`src/rtl/i2c_cond_pkg.sv`:
```
// Shared types for the I2C START/RESTART/STOP condition generator.
package i2c_cond_pkg;

    localparam int CNT_W_DEF = 16;

    typedef enum logic [1:0] {
        OP_START   = 2'd0,
        OP_RESTART = 2'd1,
        OP_STOP    = 2'd2,
        OP_RSVD    = 2'd3
    } op_e;

    typedef enum logic [3:0] {
        ST_IDLE       = 4'd0,
        ST_BUS_FREE   = 4'd1,
        ST_STA_HOLD   = 4'd2,
        ST_RS_SDA_REL = 4'd3,
        ST_RS_SCL_REL = 4'd4,
        ST_RS_SETUP   = 4'd5,
        ST_SP_SDA_LOW = 4'd6,
        ST_SP_SCL_REL = 4'd7,
        ST_SP_SETUP   = 4'd8,
        ST_SP_BUF     = 4'd9
    } state_e;

endpackage

```
`src/rtl/i2c_phase_timer.sv`:
```
// Loadable down-counter that holds at zero; load wins over decrement.
// Latency 1 cycle from load/dec to the zero flag; no backpressure.
module i2c_phase_timer #(
    parameter int W = 16
) (
    input  logic         clk,
    input  logic         reset,
    input  logic         load,
    input  logic [W-1:0] load_val,
    input  logic         dec,
    output logic         zero
);

    logic [W-1:0] cnt_q;

    always_ff @(posedge clk or posedge reset) begin
        if (reset) begin
            cnt_q <= '0;
        end else if (load) begin
            cnt_q <= load_val;
        end else if (dec && (cnt_q != '0)) begin
            cnt_q <= cnt_q - 1'b1;
        end
    end

    assign zero = (cnt_q == '0);

endmodule

```
`src/rtl/i2c_condition_generator.sv`:
```
// START / repeated START / STOP sequencer on open-drain SCL/SDA with tBUF, stretch timeout and arbitration checks.
// Commands accepted only in IDLE (cmd_ready); outputs decoded from registered state, pulses land on the first IDLE cycle.
module i2c_condition_generator
    import i2c_cond_pkg::*;
#(
    parameter int CNT_W = CNT_W_DEF
) (
    input  logic             clk,
    input  logic             reset,
    input  logic             cmd_valid,
    input  logic [1:0]       cmd_op,
    output logic             cmd_ready,
    input  logic [CNT_W-1:0] cfg_t_buf,
    input  logic [CNT_W-1:0] cfg_t_hd_sta,
    input  logic [CNT_W-1:0] cfg_t_su_sta,
    input  logic [CNT_W-1:0] cfg_t_su_sto,
    input  logic [CNT_W-1:0] cfg_t_stretch,
    input  logic             scl_in,
    input  logic             sda_in,
    output logic             scl_oe,
    output logic             sda_oe,
    output logic             owned,
    output logic             done,
    output logic             arb_lost,
    output logic             stretch_to,
    output logic             cmd_err
);

    state_e state_q, state_d;
    logic owned_q, owned_d;
    logic done_q, done_d;
    logic arb_q, arb_d;
    logic sto_q, sto_d;
    logic err_q, err_d;
    logic str_en_q, str_en_d;

    logic             p_load, p_dec, p_zero;
    logic [CNT_W-1:0] p_val;
    logic             s_load, s_dec, s_zero;
    logic [CNT_W-1:0] s_val;
    logic             in_wait, arb_hit, str_hit;

    i2c_phase_timer #(.W(CNT_W)) u_phase (
        .clk(clk), .reset(reset), .load(p_load), .load_val(p_val), .dec(p_dec), .zero(p_zero)
    );

    // Loaded with cfg-1 so the zero flag marks the cfg_t_stretch-th low cycle.
    assign s_val = cfg_t_stretch - 1'b1;

    i2c_phase_timer #(.W(CNT_W)) u_stretch (
        .clk(clk), .reset(reset), .load(s_load), .load_val(s_val), .dec(s_dec), .zero(s_zero)
    );

    always_comb begin
        scl_oe = 1'b0;
        sda_oe = 1'b0;
        case (state_q)
            ST_IDLE:       begin scl_oe = owned_q; sda_oe = owned_q; end
            ST_STA_HOLD:   sda_oe = 1'b1;
            ST_RS_SDA_REL: scl_oe = 1'b1;
            ST_SP_SDA_LOW: begin scl_oe = 1'b1; sda_oe = 1'b1; end
            ST_SP_SCL_REL,
            ST_SP_SETUP:   sda_oe = 1'b1;
            default:       ;
        endcase
    end

    // STA_HOLD drives SDA itself, so only the released-SDA phases can lose arbitration.
    assign arb_hit = ((state_q == ST_RS_SETUP) || (state_q == ST_SP_BUF)) &&
                     !sda_oe && scl_in && !sda_in;
    assign in_wait = (state_q == ST_RS_SCL_REL) || (state_q == ST_SP_SCL_REL);
    assign str_hit = in_wait && !scl_in && str_en_q && s_zero;

    always_comb begin
        state_d  = state_q;
        owned_d  = owned_q;
        str_en_d = str_en_q;
        done_d   = 1'b0;
        arb_d    = 1'b0;
        sto_d    = 1'b0;
        err_d    = 1'b0;
        p_load   = 1'b0;
        p_val    = '0;
        p_dec    = 1'b0;
        s_load   = 1'b0;
        s_dec    = 1'b0;
        if (arb_hit) begin
            state_d = ST_IDLE;
            owned_d = 1'b0;
            arb_d   = 1'b1;
        end else if (str_hit) begin
            state_d = ST_IDLE;
            owned_d = 1'b0;
            sto_d   = 1'b1;
        end else begin
            case (state_q)
                ST_IDLE: begin
                    if (cmd_valid) begin
                        case (op_e'(cmd_op))
                            OP_START:   if (!owned_q) begin
                                            state_d = ST_BUS_FREE; p_load = 1'b1; p_val = cfg_t_buf;
                                        end else err_d = 1'b1;
                            OP_RESTART: if (owned_q) begin
                                            state_d = ST_RS_SDA_REL; p_load = 1'b1; p_val = cfg_t_hd_sta;
                                        end else err_d = 1'b1;
                            OP_STOP:    if (owned_q) begin
                                            state_d = ST_SP_SDA_LOW; p_load = 1'b1; p_val = cfg_t_hd_sta;
                                        end else err_d = 1'b1;
                            default:    err_d = 1'b1;
                        endcase
                    end
                end
                ST_BUS_FREE: begin
                    if (!scl_in || !sda_in) begin
                        p_load = 1'b1; p_val = cfg_t_buf;
                    end else if (p_zero) begin
                        state_d = ST_STA_HOLD; p_load = 1'b1; p_val = cfg_t_hd_sta;
                    end else p_dec = 1'b1;
                end
                ST_STA_HOLD: begin
                    if (p_zero) begin
                        state_d = ST_IDLE; owned_d = 1'b1; done_d = 1'b1;
                    end else p_dec = 1'b1;
                end
                ST_RS_SDA_REL, ST_SP_SDA_LOW: begin
                    if (p_zero) begin
                        state_d  = (state_q == ST_RS_SDA_REL) ? ST_RS_SCL_REL : ST_SP_SCL_REL;
                        s_load   = 1'b1;
                        str_en_d = (cfg_t_stretch != '0);
                    end else p_dec = 1'b1;
                end
                ST_RS_SCL_REL: begin
                    if (scl_in) begin
                        state_d = ST_RS_SETUP; p_load = 1'b1; p_val = cfg_t_su_sta;
                    end else s_dec = 1'b1;
                end
                ST_RS_SETUP: begin
                    if (p_zero) begin
                        state_d = ST_STA_HOLD; p_load = 1'b1; p_val = cfg_t_hd_sta;
                    end else p_dec = 1'b1;
                end
                ST_SP_SCL_REL: begin
                    if (scl_in) begin
                        state_d = ST_SP_SETUP; p_load = 1'b1; p_val = cfg_t_su_sto;
                    end else s_dec = 1'b1;
                end
                ST_SP_SETUP: begin
                    if (p_zero) begin
                        state_d = ST_SP_BUF; p_load = 1'b1; p_val = cfg_t_buf;
                    end else p_dec = 1'b1;
                end
                ST_SP_BUF: begin
                    if (p_zero) begin
                        state_d = ST_IDLE; owned_d = 1'b0; done_d = 1'b1;
                    end else p_dec = 1'b1;
                end
                default: state_d = ST_IDLE;
            endcase
        end
    end

    always_ff @(posedge clk or posedge reset) begin
        if (reset) begin
            state_q  <= ST_IDLE;
            owned_q  <= 1'b0;
            str_en_q <= 1'b0;
            done_q   <= 1'b0;
            arb_q    <= 1'b0;
            sto_q    <= 1'b0;
            err_q    <= 1'b0;
        end else begin
            state_q  <= state_d;
            owned_q  <= owned_d;
            str_en_q <= str_en_d;
            done_q   <= done_d;
            arb_q    <= arb_d;
            sto_q    <= sto_d;
            err_q    <= err_d;
        end
    end

    assign cmd_ready  = (state_q == ST_IDLE);
    assign owned      = owned_q;
    assign done       = done_q;
    assign arb_lost   = arb_q;
    assign stretch_to = sto_q;
    assign cmd_err    = err_q;

endmodule

```
`config.mk`:
```
export PLATFORM = sky130hd
export DESIGN_NAME = i2c_condition_generator
export DESIGN_NICKNAME = d
export VERILOG_FILES = /design/src/rtl/i2c_cond_pkg.sv /design/src/rtl/i2c_phase_timer.sv /design/src/rtl/i2c_condition_generator.sv
export SDC_FILE = /design/constraint.sdc
export NUM_CORES = 1
export LEC_CHECK = 0
export CORE_ASPECT_RATIO = 1.1
export CORE_MARGIN = 4
export CORE_UTILIZATION = 30
export CTS_CLUSTER_DIAMETER = 200
export DETAILED_ROUTE_END_ITERATION = 10
export PLACE_DENSITY = 0.57
export SLEW_MARGIN = 10
export SYNTH_ARGS = -nofsm -noshare
export SYNTH_HDL_FRONTEND = slang
export SYNTH_SLANG_ARGS = --single-unit
```
`constraint.sdc`:
```
create_clock -name clk -period 4.27 [get_ports clk]
set_clock_uncertainty 0.1 [all_clocks]
set_input_delay 0.6405 -clock clk [delete_from_list [all_inputs] [get_ports clk]]
set_output_delay 0.6405 -clock clk [all_outputs]
set_load 0.05 [all_outputs]
```
==> flow_metrics.tcl, run 1 <==
set metrics [dict create \
    status "complete, no violations" \
    hold_path_class "reg2reg" \
    avgRoutedWirePerCell_um 15.5 \
    clock.fmax_ghz 0.248 \
    setup_viol 0 \
    tritoncts "yes" \
    drive_gt1_frac 0.0735 \
    synth_nets 548 \
    dieArea_mm2 0.0137 \
    die-width_um 112 \
    dr.first_iter.drc_count 214 \
    r2r_slack_ns 0.24 \
    ant_nets 0 \
    start_util 0.309 \
    dieHeight_um 122 \
    r2r_start "u_phase.cnt_q[7]" \
    syn_inst 453 \
    ys_types 62 \
    viasPerCell 5.29 \
    cts_buffers 5 \
    hold_slack_ns 0.458 \
    crit_path_top_delay_cell "or4b_2" \
    clock_sinks 42 \
    fillers 1198 \
    drt_pass1_iterations 4 \
    syn_area_mm2 0.00356 \
    diodes 0 \
    relSlewSlack 0.555 \
    path_clk_slew_ns 0.07 \
    final_cell_mix "clkdlybuf4s50_1 (94), nor2_1 (60), dfrtp_1 (42)" \
    clk_path_buf_depth 2 \
    tns_ns 0 \
    synth_edf_count 0 \
    grt_pass1_vias 3707 \
    reg2reg_depth 12 \
    vias 3671 \
    reg2reg_to "u_stretch.cnt_q[14]" \
    grt_max_degree 43 \
    hpwl_mm 8.50 \
    wl_mm 10.8 \
    period_needed_ns 4.03 \
    yosys_warnings 0 \
    ir_worst_vdd_mv 0.244 \
    cp.required_ns 4.34 \
    hold_depth 2 \
    layout.nets 638 \
    synth-async-reset-ratio 1.00 \
    ys_seq_area_frac 0.295 \
    area_growth_syn_to_layout_pct 36.5 \
    grt_setup_unrepaired "no" \
    cp-end-kind "flip-flop" \
    grt_usage 0.158 \
    grt_overflow_total 0 \
    portBuffers 94 \
    place.gp.congestion 0.846 \
    crit_path_start_kind "flip-flop" \
    ys_seq_elements 42 \
    maxSlewViolCount 0 \
    crit_fanout 6 \
    rows 41 \
    worst_skew_pair.late_latency_ns 0.29 \
    cts_htree_levels 2 \
    synth_top_flop_cell "dfrtp_1" \
    final_hold_viol_count 0 \
    drv_cap 0 \
    postSynthAreaPerCell_um2 7.87 \
    hp-start "u_phase.cnt_q[13]" \
    fin_crit_sh 0.945 \
    critPathLaunch "u_phase.cnt_q[7]" \
    ios 95 \
    crit_chain "or4_4 -> or4_4 -> nor3_4 -> mux2i_1 -> ha_1 -> nand2b_1 -> or4b_2 -> nand2b_1 -> mux2i_2 -> nand3_1 -> and3_1 -> a211o_1" \
    drc 0 \
    cp.arrival_ns 4.11 \
    leakage_uw 0.00188 \
    cpPeakStageDelay_ns 0.65 \
    pwr_density_cell_mw_per_mm2 542 \
    antenna_found_initial 0 \
    hold-path-endpoint "u_phase.cnt_q[13]" \
    root_buffer "clkbuf_16" \
    core-area_mm2 0.0115 \
    layout_commonest_cell "clkdlybuf4s50_1" \
    crit_type "reg2reg" \
    tightest_slew_ns 0.663 \
    grt_pass1_wl_mm 18.0 \
]
-- metal layers --
metal	wire length (µm)	part of all wire	GRT usage	up-vias
met5	0	0	0	-
met4	144	0.013	0.0383	0
met3	708	0.066	0.0414	10
met2	5100	0.47	0.275	112
met1	4810	0.45	0.196	1724
li1	-	-	-	1825
-- critical path, delay by kind of cell (launching register included) --
kind	cells	cell delay, ns
AOI/OAI and AO/OA	1	0.22
adders and majority gates	1	0.22
DFF	1	0.42
muxes	2	0.44
and+or+nand+nor	8	2.52
-- worst max path at each step --
| stage | end | slack (ns) | cells past startpoint |
|---|---|---|---|
| after CTS | u_stretch.cnt_q[14] | 0.10 | 12 |
| after detailed placement | u_stretch.cnt_q[14] | 0.13 | 12 |
| after global placement | u_stretch.cnt_q[14] | 0.20 | 12 |
| after global routing | u_stretch.cnt_q[14] | 0.03 | 12 |
| final | u_stretch.cnt_q[14] | 0.24 | 12 |
| after floorplan | u_stretch.cnt_q[14] | 0.03 | 14 |
-- logic make-up (layout without fill, tap and decap cells) --
group | after synthesis | count (layout) | synth area share
and+or+nand+nor | 205 | 205 | 0.289
DFF | 42 | 42 | 0.295
adders and majority gates | 8 | 8 | 0.0281
muxes | 10 | 10 | 0.0298
buffers and inverters | 38 | 129 | 0.0414
AOI/OAI and AO/OA | 116 | 116 | 0.233
xor gates and xnor gates | 34 | 34 | 0.0835
-- sequential cells by signal, indices dropped and copies added, names as in the netlist --
| name | flops |
|---|---|
| arb_lost | 1 |
| cmd_err | 1 |
| done | 1 |
| owned | 1 |
| state_q | 4 |
| str_en_q | 1 |
| stretch_to | 1 |
| u_phase.cnt_q | 16 |
| u_stretch.cnt_q | 16 |
-- area by class of cell --
cell class / count / area [µm²] / share of cell area
clock buffers: 6 / 139 / 0.0285
repair buffers: 109 / 1050 / 0.217
flip-flops and latches: 42 / 1050 / 0.216
well taps: 150 / 188 / 0.0386
inverters: 12 / 45.0 / 0.00926
clock inverters: 2 / 12.5 / 0.00257
multi-input cells: 373 / 2380 / 0.488
-- synth_stat cells (12+ instances only) --
library cell  number  area, µm²
nand3_1           19       95.1
dfrtp_1           42       1050
xor2_1            20        175
a22o_1            12        105
nor2_1            60        225
xnor2_1           14        123
a21oi_1           23        115
nor3_1            19       95.1
inv_1             12       45.0
a22oi_1           20        150
nand2_1           41        154
clkbuf_1          22       82.6
-- what timing repair did --
action,in CTS,in global routing
endpoints found under the setup margin,0,1
hold buffers,0,0
gates resized for setup,0,1
buffers inserted,0,1
-- metrics by stage --
stage	std cells	cell area, µm²	setup slack [ns]	util	power (µW)
after floorplan	453	3570	0.0316	-	1790
after global placement	685	4700	0.201	0.407	2210
after detailed placement	685	4700	0.129	0.407	2240
after CTS	693	4850	0.101	0.420	2650
after global routing	694	4860	0.0301	0.421	2850
final	694	4860	0.235	0.421	2640
-- power breakdown --
group	internal (µW)	leakage, µW	switching, µW
registers	548	0.000521	149
logic	647	0.00129	891
clock network	232	0.0000729	169
No activity file was read; power rests on OpenSTA's default activity.
==> inputs of run 2 (changes only) <==
Settings changed: CORE_MARGIN 4 to not set, CORE_UTILIZATION 30 to 45, CTS_CLUSTER_SIZE set to 25, PLACE_DENSITY 0.57 to 0.79.
==> run 2 against run 1 <==
- combinational power hardly changed
- flip-flop and latch count stayed put
- fmax is 1.0% lower
- wire length is 6.1% lower
- hold slack better by 0.022 ns
- clock power is 34% lower
- register-to-register slack worse by 0.04 ns
- die area is 40% lower
- via count is 2.0% higher
- count of clock-buffer cells in the layout is 1 lower
- core utilization is 21 points higher
==> flow_metrics.tcl, run 2 (synthesized netlist as in run 1, its figures left out) <==
set metrics [dict create \
    status "complete, no violations" \
    r2r_start "u_phase.cnt_q[7]" \
    use_met1 0.310 \
    worst_skew_pair.late_latency_ns 0.30 \
    reg.largest.list "u_phase.cnt_q: 16 flops, u_stretch.cnt_q: 16 flops, state_q: 4 flops" \
    crit_buf_inv 0 \
    clock_sinks 42 \
    cts_resized 0 \
    grt_pass1_wl_mm 16.8 \
    tightest_slew_ns 0.658 \
    clk_path_buf_depth 2 \
    layout_commonest_cell "clkdlybuf4s50_1" \
    leakage_uw 0.00185 \
    dieArea_mm2 0.00828 \
    final_hold_viol_count 0 \
    power_frac_seq 0.278 \
    grt_overflow_total 0 \
    place.gp.congestion 0.886 \
    cts_htree_levels 2 \
    cp.arrival_ns 4.17 \
    busiest_layer "met2" \
    cts_hold_buf 0 \
    intPower_uw 1320 \
    crit_fanout 6 \
    tns_ns 0 \
    drt_pass1_iterations 5 \
    drv_cap 0 \
    grt_usage 0.257 \
    met3_usage 0.0416 \
    post-cts-setup-buffers 0 \
    relSlewSlack 0.558 \
    start_util 0.472 \
    avgRoutedWirePerCell_um 15.6 \
    stdcell_count 648 \
    core-area_mm2 0.00756 \
    critPathLaunch "u_phase.cnt_q[7]" \
    ant_nets 0 \
    crit_path_start_kind "flip-flop" \
    power_uw 2520 \
    path_clk_slew_ns 0.09 \
    placed_area_mm2 0.00465 \
    viasPerCell 5.78 \
    hold_path_class "reg2reg" \
    crit_path_top_delay_cell "or4b_2" \
    pwr_density_cell_mw_per_mm2 532 \
    vias 3745 \
    grt_setup_unrepaired "no" \
    dr.first_iter.drc_count 173 \
    hp-start "u_phase.cnt_q[13]" \
    net-switching-power_uw 1200 \
    antenna_found_initial 0 \
    p_comb_frac 0.618 \
    diodes 0 \
    post-route-cell-area_mm2 0.00474 \
    cpPeakStageDelay_ns 0.65 \
    fin_crit_sh 0.955 \
    drive_gt1_frac 0.0700 \
    wl_mm 10.1 \
    die-width_um 86.9 \
    period_needed_ns 4.08 \
    ios 95 \
    final_cell_mix "clkdlybuf4s50_1 (94), nor2_1 (60), dfrtp_1 (42)" \
    clkPwrFrac 0.105 \
    portBuffers 94 \
    fillers 658 \
    cp-end-kind "flip-flop" \
    dieHeight_um 95.3 \
    rows 33 \
    grt_max_degree 43 \
    grt_pass1_vias 3695 \
    hpwl_mm 7.82 \
    swShare 0.476 \
    cts_buffers 5 \
    grt_use_met2 0.469 \
    post-place-cells 640 \
    crit_type "reg2reg" \
    cp_top_family "simple AND/OR/NAND/NOR gates" \
    maxSlewViolCount 0 \
    tritoncts "yes" \
    drc 0 \
    crit_chain "or4_4 -> or4_1 -> nor3_4 -> mux2i_1 -> ha_1 -> nand2b_1 -> or4b_2 -> nand2b_1 -> mux2i_2 -> nand3_1 -> and3_1 -> a211o_1" \
    final_util 0.627 \
    clock.fmax_ghz 0.245 \
    root_buffer "clkbuf_8" \
    cp.required_ns 4.36 \
    ir_worst_vdd_mv 0.247 \
    area_growth_syn_to_layout_pct 32.9 \
    cpMostUsedCell "nand2b_1" \
    layout.nets 637 \
    setup_viol 0 \
]
run 2: per-layer routing:
| layer | vias to the layer above | part of all wire |
|---|---|---|
| met5 | - | 0 |
| met4 | 0 | 0.015 |
| li1 | 1831 | - |
| met1 | 1742 | 0.41 |
| met2 | 159 | 0.51 |
| met3 | 13 | 0.065 |
run 2: area by class of cell:
| type | count | area (µm²) | area share |
|---|---|---|---|
| multi-input combinational | 373 | 2370 | 0.501 |
| tap | 105 | 131 | 0.0277 |
| inverter | 12 | 45.0 | 0.00951 |
| sequential | 42 | 1050 | 0.222 |
| clock inverter | 3 | 21.3 | 0.00449 |
| clock buffer | 5 | 68.8 | 0.0145 |
| timing repair buffer | 108 | 1050 | 0.221 |
run 2: power by group through the flow:
stage                     Clock (µW)  Sequential (µW)  Combinational, µW
final                            264              700               1560
after global placement             0              689               1510
after detailed placement           0              703               1540
after global routing             283              719               1720
after CTS                        267              695               1550
after floorplan                    0              673               1120
run 2: final timing paths:
kind / endpoint / slack (ns) / cells after the start
worst min register to register: u_phase.cnt_q[13] / 0.48 / 2
worst min-delay path: u_phase.cnt_q[13] / 0.48 / 2
max in group asynchronous: u_phase.cnt_q[15] / 3.00 / 3
min in group asynchronous: u_stretch.cnt_q[10] / 0.67 / 3
worst max-delay path: u_stretch.cnt_q[14] / 0.19 / 12
worst max register to register: u_stretch.cnt_q[14] / 0.19 / 12
run 2: worst register-to-register path, stage by stage, from the launching register on:
cell and delay, ns:
dfrtp_1 0.42, or4_4 0.58, or4_1 0.49, nor3_4 0.21, mux2i_1 0.22, ha_1 0.22
nand2b_1 0.10, or4b_2 0.65, nand2b_1 0.21, mux2i_2 0.22, nand3_1 0.13, and3_1 0.21
a211o_1 0.22
run 2: metrics by stage:
stage | worst slack, ns | hold slack [ns]
floorplan | 0.0316 | 0.404
global placement | 0.237 | 0.434
detailed placement | 0.170 | 0.459
CTS | 0.139 | 0.472
global route | 0.0490 | 0.509
finish | 0.194 | 0.480
